===== src/rtl/tdm_pkg.sv =====
// Shared constants and FSM state encoding for the 4-channel TDM demultiplexer.
package tdm_pkg;

  localparam int NUM_CH = 4;
  localparam int CH_W   = 2;

  typedef enum logic {
    HUNT = 1'b0,
    RUN  = 1'b1
  } state_e;

endpackage : tdm_pkg


===== src/rtl/tdm_ch_counter.sv =====
// Modulo-4 channel index counter: clear, load-to-1 (frame start) and increment.
module tdm_ch_counter
  import tdm_pkg::*;
(
  input  logic            clk,
  input  logic            rst,
  input  logic            clr,
  input  logic            load1,
  input  logic            inc,
  output logic [CH_W-1:0] cnt
);

  logic [CH_W-1:0] cnt_q;

  // Clear wins over load, load wins over increment; increment wraps 3 -> 0 naturally.
  always_ff @(posedge clk or posedge rst) begin
    if (rst) begin
      cnt_q <= '0;
    end else if (clr) begin
      cnt_q <= '0;
    end else if (load1) begin
      cnt_q <= CH_W'(1);
    end else if (inc) begin
      cnt_q <= cnt_q + CH_W'(1);
    end
  end

  assign cnt = cnt_q;

endmodule : tdm_ch_counter


===== src/rtl/tdm_demux_4ch.sv =====
// 4-channel TDM demultiplexer: aligns on sync, collects samples into shadow
// registers and publishes a whole frame to i0..i3 at once.
module tdm_demux_4ch
  import tdm_pkg::*;
#(
  parameter int WIDTH = 1
) (
  input  logic             clk,
  input  logic             rst,
  input  logic [WIDTH-1:0] din,
  input  logic             din_valid,
  input  logic             sync,
  output logic [WIDTH-1:0] i0,
  output logic [WIDTH-1:0] i1,
  output logic [WIDTH-1:0] i2,
  output logic [WIDTH-1:0] i3,
  output logic             frame_valid,
  output logic             frame_err,
  output logic [1:0]       sel
);

  state_e           state_q;
  logic [WIDTH-1:0] shadow_q [NUM_CH];
  logic [WIDTH-1:0] out_q    [NUM_CH];
  logic             frame_valid_q;
  logic             frame_err_q;

  logic [CH_W-1:0]  sel_w;
  logic             cnt_clr;
  logic             cnt_load1;
  logic             cnt_inc;

  // Any accepted sync restarts the frame at channel 0 (next index 1); plain
  // samples advance only once aligned, and are discarded while hunting.
  assign cnt_load1 = din_valid & sync;
  assign cnt_inc   = din_valid & ~sync & (state_q == RUN);
  assign cnt_clr   = din_valid & ~sync & (state_q == HUNT);

  tdm_ch_counter u_ch_counter (
    .clk   (clk),
    .rst   (rst),
    .clr   (cnt_clr),
    .load1 (cnt_load1),
    .inc   (cnt_inc),
    .cnt   (sel_w)
  );

  // FSM with shadow capture, frame publication and one-cycle status pulses.
  always_ff @(posedge clk or posedge rst) begin
    if (rst) begin
      state_q       <= HUNT;
      frame_valid_q <= 1'b0;
      frame_err_q   <= 1'b0;
      for (int k = 0; k < NUM_CH; k++) begin
        shadow_q[k] <= '0;
        out_q[k]    <= '0;
      end
    end else begin
      frame_valid_q <= 1'b0;
      frame_err_q   <= 1'b0;
      if (din_valid) begin
        case (state_q)
          HUNT: begin
            if (sync) begin
              shadow_q[0] <= din;
              state_q     <= RUN;
            end
          end
          RUN: begin
            if (sync) begin
              // Early sync drops the partial frame; outputs stay untouched.
              shadow_q[0] <= din;
              if (sel_w != '0) begin
                frame_err_q <= 1'b1;
              end
            end else begin
              shadow_q[sel_w] <= din;
              if (sel_w == CH_W'(NUM_CH - 1)) begin
                // Last channel comes straight from din so all four update together.
                for (int k = 0; k < NUM_CH - 1; k++) begin
                  out_q[k] <= shadow_q[k];
                end
                out_q[NUM_CH-1] <= din;
                frame_valid_q   <= 1'b1;
              end
            end
          end
          default: state_q <= HUNT;
        endcase
      end
    end
  end

  assign i0          = out_q[0];
  assign i1          = out_q[1];
  assign i2          = out_q[2];
  assign i3          = out_q[3];
  assign frame_valid = frame_valid_q;
  assign frame_err   = frame_err_q;
  assign sel         = sel_w;

endmodule : tdm_demux_4ch


===== config.mk =====
export PLATFORM = sky130hd
export DESIGN_NAME = tdm_demux_4ch
export DESIGN_NICKNAME = d
export VERILOG_FILES = /design/src/rtl/tdm_pkg.sv /design/src/rtl/tdm_ch_counter.sv /design/src/rtl/tdm_demux_4ch.sv
export SDC_FILE = /design/constraint.sdc
export NUM_CORES = 1
export LEC_CHECK = 0
export CAP_MARGIN = 25
export CORE_AREA = 3 3 40 42
export CTS_CLUSTER_DIAMETER = 200
export DETAILED_ROUTE_END_ITERATION = 10
export DIE_AREA = 0 0 43 45
export GPL_TIMING_DRIVEN = 0
export PLACE_DENSITY = 0.7
export SLEW_MARGIN = 20
export SYNTH_ARGS = -nofsm -noshare
export SYNTH_HDL_FRONTEND = slang
export SYNTH_SLANG_ARGS = --single-unit

===== constraint.sdc =====
create_clock -name clk -period 3.45 [get_ports clk]
set_clock_uncertainty 0.1 [all_clocks]
set_input_delay 0.5175 -clock clk [delete_from_list [all_inputs] [get_ports clk]]
set_output_delay 0.5175 -clock clk [all_outputs]
set_load 0.01 [all_outputs]

==> results.cfg, run 1 <==
[status]
status = complete, no violations

[cells_and_area]
nNetsFinal = 70
utilization_pct = 58.33
multi_input_area_um2 = 236.5
seq_area_um2 = 300.3
finalNonFillerCells = 75
syn_to_final_growth_pct = 30.50
nFillCells = 122
fin_area_um2 = 749.5
diodes = 0
final_cell_mix = dfrtp_1 (12), clkdlybuf4s50_1 (12), mux2_2 (5), inv_1 (5), ha_1 (4)
drive_gt1_share_pct = 20.00

[sta]
min_period_ns = 1.897
finalCritPeriodShare_pct = 55.00
hold_violations = 0
tightest_slew_ns = 0.4458
fmax_mhz = 527.0
setup_viol = 0
maxSlewHeadroom_pct = 70.25
maxSlewViolCount = 0
rsz0062_at_grt = no
tns_ns = 0

[setup_path]
crit_family = buffers and inverters
critPathKind = flip-flop to output port
path_cells = clkdlybuf4s50_1
critPathRequiredTime_ns = 2.83
critPathSlowestCell = clkdlybuf4s50_1
rr_startpoint = u_ch_counter.cnt[0]
critical_path.max_fanout = 6
crit_path_end_kind = output port
critPathBufInv = 1
max_stage_delay_ns = 0.57
startpoint_type = flip-flop
cp-startpoint = u_ch_counter.cnt[0]
crit_arrival_ns = 1.28

[routing]
num_vias = 378
ant_nets = 0
drc = 0
drt_iter0_drc = 3
wire_per_inst_um = 12.56
avgViaCountPerCell = 5.040
first_pass_iters = 2
drt_wl_total_um = 942

[cts]
root_buffer = clkbuf_4
ctsLongestPathBuffers = 2
cts_inserted_buffers = 3
cts.sinks = 12
cts_tree = yes
post-cts-setup-buffers = 0
post_cts_resized = 0
clkTransAtPathRegs_ns = 0.07
cts-htree-levels = 1
clk_latency_ns = 0.27
hold_buffers = 0

[floorplanning]
ios = 13
coreArea_mm2 = 0.001285
floorplan.initialDensity_pct = 44.69
dieArea_mm2 = 0.001935
rows = 13
die_w_um = 43
die_h_um = 45

[logic_synthesis]
yosysTopAreaCellShare_pct = 52.29
ys_ff_latch = 12
synth_area_leaders = dfrtp_1 (52%), mux2_2 (9.8%), ha_1 (8.7%)
synth_cell_types = 20
synth_top_area_cell = dfrtp_1
ys_seq_area_share_pct = 52.29
synthesis.nets = 53
syn_avg_cell_area_um2 = 13.05
netlist_area_um2 = 574.3
syn_inst = 44
ys.warnings.count = 0

[global_route]
antenna_found_initial = 0
grt_max_degree = 13
grt_pass1_vias = 377
grt_overflow = 0
grtUsageTotal_pct = 12.79
grt_pass1_wl_mm = 1.752

[placed_design]
place_area_um2 = 713.2
dp.cells = 71
hpwl_um = 666.4
gp_congestion = 0.6788
io_buffers = 12

[run]
cap_violations = 0

[power]
ir_drop_mv = 0.3027
leakagePower_nw = 0.3491
total_power_w = 0.0004408
powerDensity_mw_per_mm2 = 588.2

[min_path]
hold_path.startpoint = shadow_q[1]
holdCritPathClass = flip-flop to flip-flop
## path summary, 6_finish.rpt
check,slack [ns],cells past startpoint,end
worst max-delay path,1.55,1,sel[0]
worst min-delay path,0.39,1,shadow_q[1]
worst max register to register,2.06,3,i3
worst min register to register,0.39,1,shadow_q[1]
max in group asynchronous,2.49,2,i3
min in group asynchronous,0.45,2,shadow_q[1]
## cells in the mapped netlist, drive strengths merged
master   number
inv           5
a31oi         1
a21o          1
dfrtp        12
and4b         1
a21boi        1
ha            4
nand2         1
nand3         1
nand4b        4
mux2          6
o21ai         1
buf           2
a21oi         1
nand2b        1
nor2          1
o2bb2ai       1
## cells by family after synthesis
group | synth area share (%)
AO/OA/AOI/OAI | 6.972
adder cells (fa/ha/maj) | 8.715
buffers and inverters | 6.537
flip-flops | 52.29
multiplexers | 11.76
AND/OR/NAND/NOR | 13.72
## stage by stage
stage / hold slack [ns] / setup slack, ns
after floorplan: 0.2822 / 2.098
after global placement: 0.3748 / 1.525
after detailed placement: 0.3817 / 1.486
after CTS: 0.3987 / 1.537
after global routing: 0.4263 / 1.487
final: 0.3900 / 1.553
## sequential cells by signal (all words and copies together) (netlist names)
signal	flops
i0	1
u_ch_counter.cnt	2
state_q	1
shadow_q	3
i1	1
i3	1
frame_valid	1
frame_err	1
i2	1
## final cells by class
| cell class | instances | share of cell area (%) |
|---|---|---|
| Timing Repair Buffer | 12 | 16.03 |
| Tap cell | 15 | 2.504 |
| Multi-Input combinational cell | 25 | 31.55 |
| Inverter | 5 | 2.504 |
| Buffer | 2 | 2.504 |
| Sequential cell | 12 | 40.07 |
| Clock buffer | 4 | 4.841 |
## per-layer routing
metal  GRT usage, %  vias up  wire (µm)  part of all wire (%)
li1               -      185          -                     -
met1          16.71      174        432                    46
met2          17.37       14        415                    44
met3          5.976        5         70                   7.4
met4          7.229        0         23                   2.4
met5              0        -          0                     0
## power breakdown
| part | internal [W] | switching, W | leakage (nW) |
|---|---|---|---|
| sequential | 0.000179 | 0.0000192 | 0.147 |
| clock | 0.0000642 | 0.0000443 | 0.0210 |
| combinational | 0.0000855 | 0.0000487 | 0.182 |
Power figures use the tool's default switching activity.
==> run 2, diff against run 1 <==
==> constraint.sdc (replaced) <==
create_clock -name clk -period 1.8 [get_ports clk]
set_clock_uncertainty 0.1 [all_clocks]
set_input_delay 0.27 -clock clk [delete_from_list [all_inputs] [get_ports clk]]
set_output_delay 0.27 -clock clk [all_outputs]
set_load 0.01 [all_outputs]
==> results of run 2 <==
Same layout as run 1 (identical final DEF). Status: complete, no violations.
Main changes from that run: setup slack after placement 1.486 ns -> 0.08395 ns; setup slack after layout 1.553 ns -> 0.1501 ns; hold slack 0.3900 ns -> 0.2023 ns; register-to-register setup slack 2.06 ns -> 0.41 ns; total power 0.0004408 W -> 0.0008449 W; worst IR drop on VDD 0.3027 mV -> 0.5801 mV
==> run 3, diff against run 2 <==
--- a/config.mk
+++ b/config.mk
@@ -5,12 +5,13 @@
 export SDC_FILE = /design/constraint.sdc
 export NUM_CORES = 1
 export LEC_CHECK = 0
-export CAP_MARGIN = 25
+export CAP_MARGIN = 15
 export CORE_AREA = 3 3 40 42
 export CTS_CLUSTER_DIAMETER = 200
 export DETAILED_ROUTE_END_ITERATION = 10
 export DIE_AREA = 0 0 43 45
 export GPL_TIMING_DRIVEN = 0
+export MAX_ROUTING_LAYER = met4
 export PLACE_DENSITY = 0.7
 export SLEW_MARGIN = 20
 export SYNTH_ARGS = -nofsm -noshare
==> results of run 3 <==
Same layout as run 1 (identical final DEF). Status: complete, no violations.
Main changes from that run: final weighted congestion in routability-driven placement 0.6788 -> 0.6856; setup slack after placement 1.486 ns -> 0.08395 ns; overall routing resource usage 12.79% -> 13.18%; setup slack after layout 1.553 ns -> 0.1501 ns; hold slack 0.3900 ns -> 0.2023 ns; register-to-register setup slack 2.06 ns -> 0.41 ns; total power 0.0004408 W -> 0.0008449 W; worst IR drop on VDD 0.3027 mV -> 0.5801 mV
